==> config.mk <==
export PLATFORM = sky130hd
export DESIGN_NAME = regfile_sb_flat
export DESIGN_NICKNAME = d
export VERILOG_FILES = /design/src/rtl/core_pkg.sv /design/src/rtl/regfile_sb_if.sv /design/src/rtl/sb_counter.sv /design/src/rtl/regfile_sb.sv /design/src/flat_wrapper.sv
export SDC_FILE = /design/constraint.sdc
export NUM_CORES = 2
export LEC_CHECK = 0
export ABC_AREA = 0
export BUFFER_PORTS_ARGS = -buffer_cell sky130_fd_sc_hd__buf_2
export CAP_MARGIN = 15
export CORE_MARGIN = 1
export CORE_UTILIZATION = 25
export CTS_CLUSTER_DIAMETER = 120
export DETAILED_ROUTE_END_ITERATION = 6
export HOLD_SLACK_MARGIN = 0.12
export SETUP_SLACK_MARGIN = 0.05
export SYNTH_ARGS = -nofsm -noshare
export SYNTH_HDL_FRONTEND = slang
export SYNTH_SLANG_ARGS = --single-unit
==> constraint.sdc <==
create_clock -name clk -period 7.85 [get_ports clk]
set_input_delay 1.57 -clock clk [delete_from_list [all_inputs] [get_ports clk]]
set_output_delay 1.57 -clock clk [all_outputs]
set_load 0.02 [all_outputs]
==> src/rtl/core_pkg.sv <==
// Shared core definitions: architectural register file geometry and the
// flag bundle reported by each per-register pending-write counter.
package core_pkg;

    localparam int XLEN   = 32;
    localparam int NREG   = 32;
    localparam int REG_AW = $clog2(NREG);

    typedef logic [REG_AW-1:0] reg_idx_t;

    typedef struct packed {
        logic zero;
        logic max;
    } cnt_flags_t;

endpackage

==> src/rtl/regfile_sb_if.sv <==
// Bundle between decode/write-back and the scoreboarded register file.
interface regfile_sb_if #(
    parameter int XLEN = 32,
    parameter int NREG = 32,
    parameter int NRD  = 2
);
    localparam int AW = $clog2(NREG);

    logic [NRD*AW-1:0]   ra;
    logic [NRD*XLEN-1:0] rd;
    logic [NRD-1:0]      rbusy;
    logic                we3;
    logic [AW-1:0]       wa3;
    logic [XLEN-1:0]     wd3;
    logic                iss_valid;
    logic [AW-1:0]       iss_rd;
    logic                iss_ready;
    logic                flush;
    logic                sb_err;

    // Issue handshake: an issue is taken at a rising edge only when
    // iss_valid && iss_ready; iss_ready never depends on iss_valid, and
    // iss_valid may be withdrawn at any time without side effects.
    modport master (
        output ra, we3, wa3, wd3, iss_valid, iss_rd, flush,
        input  rd, rbusy, iss_ready, sb_err
    );

    modport slave (
        input  ra, we3, wa3, wd3, iss_valid, iss_rd, flush,
        output rd, rbusy, iss_ready, sb_err
    );

endinterface

==> src/rtl/sb_counter.sv <==
// Saturating-by-contract up/down pending-write counter for one register.
module sb_counter
    import core_pkg::*;
#(
    parameter int W = 2
) (
    input  logic         clk,
    input  logic         rst_n,
    input  logic         inc,
    input  logic         dec,
    input  logic         clr,
    output logic [W-1:0] cnt,
    output cnt_flags_t   flags
);
    localparam logic [W-1:0] ONE = W'(1);

    logic [W-1:0] cnt_q;
    logic [W-1:0] cnt_d;
    logic         dec_eff;

    always_comb begin
        // A decrement on an empty counter is an underflow; it is ignored here.
        dec_eff = dec && (cnt_q != '0);
        cnt_d   = cnt_q;
        if (clr) begin
            cnt_d = '0;
        end else if (inc && !dec_eff && (cnt_q != '1)) begin
            cnt_d = cnt_q + ONE;
        end else if (dec_eff && !inc) begin
            cnt_d = cnt_q - ONE;
        end
    end

    always_ff @(posedge clk or negedge rst_n) begin
        if (!rst_n) cnt_q <= '0;
        else        cnt_q <= cnt_d;
    end

    assign cnt        = cnt_q;
    assign flags.zero = (cnt_q == '0);
    assign flags.max  = (cnt_q == '1);

endmodule

==> src/rtl/regfile_sb.sv <==
// Register file with combinational read ports, write-back bypass, hardwired
// zero register and a per-register pending-write scoreboard for RAW stalls.
module regfile_sb
    import core_pkg::*;
#(
    parameter int XLEN     = core_pkg::XLEN,
    parameter int NREG     = core_pkg::NREG,
    parameter int NRD      = 2,
    parameter int BYPASS   = 1,
    parameter int ZERO_REG = 1,
    parameter int PCNT_W   = 2
) (
    input  logic         clk,
    input  logic         rst_n,
    regfile_sb_if.slave  bus
);
    localparam int AW = $clog2(NREG);
    localparam logic [PCNT_W-1:0] CNT_ONE = PCNT_W'(1);

    logic [XLEN-1:0]   rf_q [NREG];
    logic [XLEN-1:0]   rf_d [NREG];
    logic [PCNT_W-1:0] cnt  [NREG];
    cnt_flags_t        flags[NREG];
    logic              sb_err_q;
    logic              sb_err_d;
    logic              inc_en;
    logic              iss_ready;
    logic [NRD*XLEN-1:0] rd_v;
    logic [NRD-1:0]      rbusy_v;

    always_comb begin
        rf_d = rf_q;
        if (bus.we3 && !(ZERO_REG != 0 && bus.wa3 == '0)) rf_d[bus.wa3] = bus.wd3;
    end

    // Async clear is why the array stays in flops rather than a RAM.
    always_ff @(posedge clk or negedge rst_n) begin
        if (!rst_n) rf_q <= '{default: '0};
        else        rf_q <= rf_d;
    end

    // A write-back in the same cycle frees a slot on a saturated destination.
    assign iss_ready = !flags[bus.iss_rd].max || (bus.we3 && bus.wa3 == bus.iss_rd);
    assign inc_en    = bus.iss_valid && iss_ready && !(ZERO_REG != 0 && bus.iss_rd == '0);

    for (genvar r = 0; r < NREG; r++) begin : g_cnt
        if (ZERO_REG != 0 && r == 0) begin : g_tie
            assign cnt[r]        = '0;
            assign flags[r].zero = 1'b1;
            assign flags[r].max  = 1'b0;
        end else begin : g_inst
            sb_counter #(.W(PCNT_W)) u_cnt (
                .clk   (clk),
                .rst_n (rst_n),
                .inc   (inc_en && bus.iss_rd == AW'(r)),
                .dec   (bus.we3 && bus.wa3 == AW'(r)),
                .clr   (bus.flush),
                .cnt   (cnt[r]),
                .flags (flags[r])
            );
        end
    end

    always_comb begin
        sb_err_d = sb_err_q;
        if (bus.we3 && flags[bus.wa3].zero && !bus.flush) sb_err_d = 1'b1;
    end

    always_ff @(posedge clk or negedge rst_n) begin
        if (!rst_n) sb_err_q <= 1'b0;
        else        sb_err_q <= sb_err_d;
    end

    always_comb begin
        rd_v    = '0;
        rbusy_v = '0;
        for (int i = 0; i < NRD; i++) begin
            logic [AW-1:0] a;
            logic          zero_hit;
            logic          byp_hit;
            a        = bus.ra[i*AW +: AW];
            zero_hit = (ZERO_REG != 0) && (a == '0);
            byp_hit  = (BYPASS != 0) && bus.we3 && (bus.wa3 == a);
            if (zero_hit)     rd_v[i*XLEN +: XLEN] = '0;
            else if (byp_hit) rd_v[i*XLEN +: XLEN] = bus.wd3;
            else              rd_v[i*XLEN +: XLEN] = rf_q[a];
            // The last outstanding write landing this cycle satisfies the read.
            rbusy_v[i] = !zero_hit && !flags[a].zero && !(byp_hit && cnt[a] == CNT_ONE);
        end
    end

    assign bus.rd        = rd_v;
    assign bus.rbusy     = rbusy_v;
    assign bus.iss_ready = iss_ready;
    assign bus.sb_err    = sb_err_q;

endmodule

==> src/flat_wrapper.sv <==
// flat-port wrapper written by rule: the top's interface ports become plain ports
module regfile_sb_flat import core_pkg::*;
#(
    parameter int XLEN     = core_pkg::XLEN,
    parameter int NREG     = core_pkg::NREG,
    parameter int NRD      = 2,
    parameter int BYPASS   = 1,
    parameter int ZERO_REG = 1,
    parameter int PCNT_W   = 2
)
  (clk, rst_n, bus_ra, bus_we3, bus_wa3, bus_wd3, bus_iss_valid, bus_iss_rd, bus_flush, bus_rd, bus_rbusy, bus_iss_ready, bus_sb_err);
  regfile_sb_if #(.XLEN(XLEN), .NREG(NREG), .NRD(NRD)) bus_i ();
  input  logic clk;
  input  logic rst_n;
  input wire logic [$bits(bus_i.ra)-1:0] bus_ra;
  input wire logic [$bits(bus_i.we3)-1:0] bus_we3;
  input wire logic [$bits(bus_i.wa3)-1:0] bus_wa3;
  input wire logic [$bits(bus_i.wd3)-1:0] bus_wd3;
  input wire logic [$bits(bus_i.iss_valid)-1:0] bus_iss_valid;
  input wire logic [$bits(bus_i.iss_rd)-1:0] bus_iss_rd;
  input wire logic [$bits(bus_i.flush)-1:0] bus_flush;
  output wire logic [$bits(bus_i.rd)-1:0] bus_rd;
  output wire logic [$bits(bus_i.rbusy)-1:0] bus_rbusy;
  output wire logic [$bits(bus_i.iss_ready)-1:0] bus_iss_ready;
  output wire logic [$bits(bus_i.sb_err)-1:0] bus_sb_err;
  assign bus_i.ra = bus_ra;
  assign bus_i.we3 = bus_we3;
  assign bus_i.wa3 = bus_wa3;
  assign bus_i.wd3 = bus_wd3;
  assign bus_i.iss_valid = bus_iss_valid;
  assign bus_i.iss_rd = bus_iss_rd;
  assign bus_i.flush = bus_flush;
  assign bus_rd = bus_i.rd;
  assign bus_rbusy = bus_i.rbusy;
  assign bus_iss_ready = bus_i.iss_ready;
  assign bus_sb_err = bus_i.sb_err;
  regfile_sb #(.XLEN(XLEN), .NREG(NREG), .NRD(NRD), .BYPASS(BYPASS), .ZERO_REG(ZERO_REG), .PCNT_W(PCNT_W)) u_core (.clk(clk), .rst_n(rst_n), .bus(bus_i));
endmodule
==> summary.txt <==
Yosys
  • Synth area leaders: dfrtp_1, mux4_2, mux2_2, clkbuf_1, a21oi_1
  • #FFs+latches synth: 1087
  • EDFF count, synth: 0
  • Post-Syn Instances: 4107
  • Syn_nets: around 4200
  • Post-synthesis sequential area ratio: 45.0%
  • Ys Warns: 0
  • Syn_area_per_cell: 14.7 um2
  • Area leader, netlist: dfrtp_1
  • Mapped cell area: just over 60000 um2
  • Top cell type's share of synthesized area: 45.0%
  • Asr flop ratio synth: 100%
  • Dominant synthesized flop cell: dfrtp_1
  • Synth cell types: 70

Floorplan
  • Die W: a little under 500 um
  • Row Count: 180
  • Initial core utilization: between 20% and 30%
  • Die Y: 494 um
  • # IOs: 125
  • CORE AREA: 240000 um2
  • Area of the die: 244000 um2

CTS
  • CTS max path bufs: 3
  • H-Tree Depth: 3
  • Worst-skew pair later-pin latency: 0.74 ns
  • Hold_buf cts: 0
  • CTS sink count: 1087
  • Cts repair resizes: 0
  • CTS tree: yes
  • Cts bufs inserted: 114
  • Post-CTS Setup Inserts: 0
  • Reg clk slew, reported paths: 0.06 ns
  • Root buffer cell: clkbuf_16

Worst setup path
  • Critical path capture point type: output port
  • Worst path bufs/invs: 2
  • Slowest CP cell: and3_2
  • Top delay family on crit path: simple AND/OR/NAND/NOR gates
  • Crit path DAT: 4.94 ns
  • Crit Path Max Fanout: 29
  • Crit-path max cell delay: 0.97 ns
  • Worst r2r src: u_core.g_cnt[2].g_inst.u_cnt.cnt[0]$_DFFE_PN0P_
  • Crit path kind: in -> out
  • CP Cell Sequence: buf_6, xor2_1, nor4_1, and3_2, o21ai_0, a21oi_1, buf_2
  • Crit path from: bus_ra[8]
  • Required @ worst endpoint: 6.28 ns
  • Crit start category: input port

Timing
  • Crit share post-route: 83.0%
  • Unrepaired setup endpoints after global routing: no
  • Final setup fails: 0
  • Rel. slew slack: 19.3%
  • Fin crit period: 6.51 ns
  • Setup TNS: 0 ns
  • Hold_ws: 0.395 ns
  • Slew Limit Fails: 0
  • Final Hold Viols: 0
  • Final WS setup: 1.34 ns
  • Worst Skew: approximately 0.026 ns
  • Max Freq: roughly 0.15 GHz
  • Tightest Pin Transition: about 1.2 ns

Routing
  • Vias per std cell: 5.33
  • WL final: 193000 um
  • Vias: a little under 40000
  • Starting DRT DRC Count: 3269
  • Antenna-violating nets left: 0
  • Routed length per instance: between 20 and 30 um
  • # DRC: 0
  • Detailed-router iteration count before antenna repair: 6

Global routing
  • First-pass GRT wire length: about 290000 um
  • Largest net degree at the start of global routing: 170
  • Vias in the first global route: 39700
  • GRT Overall Usage: 15.8%
  • Initial antenna violation count: 20
  • Overflow after GRT: 0

Finish
  • Design area: 68100 um2
  • Most frequent cells in the layout: dfrtp_1, mux2_2, mux4_2, nor2_1
  • Area Overhead vs Synth: 12.7%
  • Non-filler cells, final: 7228
  • Layout cell share with drive strength beyond 1: 51.5%
  • Post-layout nets: 4005
  • Commonest non-fill, non-tap cell in the layout: dfrtp_1
  • Final core occ: 28.3%

Power and ir drop
  • Total power: 16.6 mW
  • Pwr dens: 244 nW/um2
  • P_int: about 12 mW
  • Clock share of power: 34.5%
  • LEAKAGE: 27.8 nW
  • Max IR drop VDD: 0.184 mV
  • Combinational share of power: 21.3%
  • Sequential power share: 44.1%
  • Psw: 4.57 mW
  • Sw Ratio: 27.5%

Job
  • Max Cap Viol: 0

Placed design
  • # port buffers: 124
  • Gpl congestion: 0.831
  • Pre-CTS WS: ~1.3 ns
  • Post-DP Area: 64100 um2
  • DP Wirelength: between 100000 and 150000 um
  • DP Cell Count: 7017

Hold path
  • Worst hold start: u_core.rf_q[1022]$_DFFE_PN0P_
  • Hold/Removal Path Class: reg -> reg

Run status
  • Run status: finished clean
==> cell type report <==
cell class / instances / area [um2]
timing repair buffer: 197 / 1450
multi-input combinational: 2528 / 31400
antenna: 1 / 2.50
fill: 24000 / 172000
inverter: 20 / 75.1
clock inverter: 42 / 634
sequential: 1087 / 27200
clock buffer: 168 / 3290
tap: 3185 / 3990
==> worst paths after layout <==
path / end / slack [ns] / depth (start not counted)
min: u_core.rf_q[1022]$_DFFE_PN0P_ / 0.39 / 0
max in group asynchronous: u_core.rf_q[193]$_DFFE_PN0P_ / 5.04 / 3
max: bus_rd[55] / 1.34 / 7
min in group asynchronous: u_core.rf_q[873]$_DFFE_PN0P_ / 0.94 / 1
min reg2reg: u_core.rf_q[1022]$_DFFE_PN0P_ / 0.39 / 0
max reg2reg: u_core.g_cnt[22].g_inst.u_cnt.cnt[1]$_DFFE_PN0P_ / 5.22 / 8
==> Yosys cell counts (4+ instances only) <==
| library cell | n |
|---|---|
| a21oi_1 | 115 |
| a21o_1 | 7 |
| nand2_1 | 65 |
| a211oi_2 | 5 |
| and2_1 | 7 |
| nand2b_1 | 21 |
| or2_2 | 6 |
| and3b_1 | 5 |
| nor2b_1 | 20 |
| buf_2 | 111 |
| dfrtp_1 | 1087 |
| nor2_1 | 150 |
| xor2_1 | 27 |
| mux2i_1 | 33 |
| a31oi_1 | 10 |
| o21ai_0 | 84 |
| nor3_1 | 47 |
| a211o_1 | 6 |
| nor4_1 | 5 |
| a311oi_1 | 6 |
| and3_1 | 8 |
| o22ai_1 | 40 |
| xnor2_1 | 18 |
| buf_6 | 5 |
| mux4_2 | 656 |
| clkbuf_1 | 333 |
| o32ai_1 | 8 |
| buf_1 | 20 |
| a211oi_1 | 62 |
| nand3_1 | 21 |
| nor3b_1 | 31 |
| o21bai_1 | 6 |
| or4_1 | 4 |
| mux2_2 | 994 |
| inv_1 | 20 |
| o21ai_1 | 4 |
| nand4_1 | 11 |
==> cell families (layout without fill, tap and decap cells) <==
logic type | Yosys count | in the layout | share of synthesized area (%)
simple gates | 421 | 421 | 3.50
compound gates | 379 | 379 | 3.91
xor+xnor | 45 | 45 | 0.652
flops | 1087 | 1087 | 45.0
buf+inv | 492 | 427 | 3.37
mux | 1683 | 1683 | 43.5
other cells | 0 | 1 | 0
==> power groups by stage <==
stage	logic, mW	registers, mW	clock network [mW]
2_1_floorplan	2.69	7.14	0
3_3_place_gp	3.52	7.29	0
3_5_place_dp	3.58	7.39	0
4_1_cts	3.59	7.29	5.83
5_1_grt	3.79	7.45	6.05
6_report	3.54	7.32	5.73
==> layer usage <==
metal  track usage (%)  share of wire, %  vias to the layer above
met1              21.9                43                    21200
met2              24.8                47                     1445
met3              3.08               6.9                      308
met4              4.43               2.8                       10
met5                 0             0.030                        -
li1                  -                 -                    15600
==> sequential cells by signal (all words and copies together) (netlist names) <==
name                           count
u_core.g_cnt.g_inst.u_cnt.cnt     62
u_core.rf_q                     1024
u_core.bus.sb_err                  1
Power figures use the tool's default switching activity.
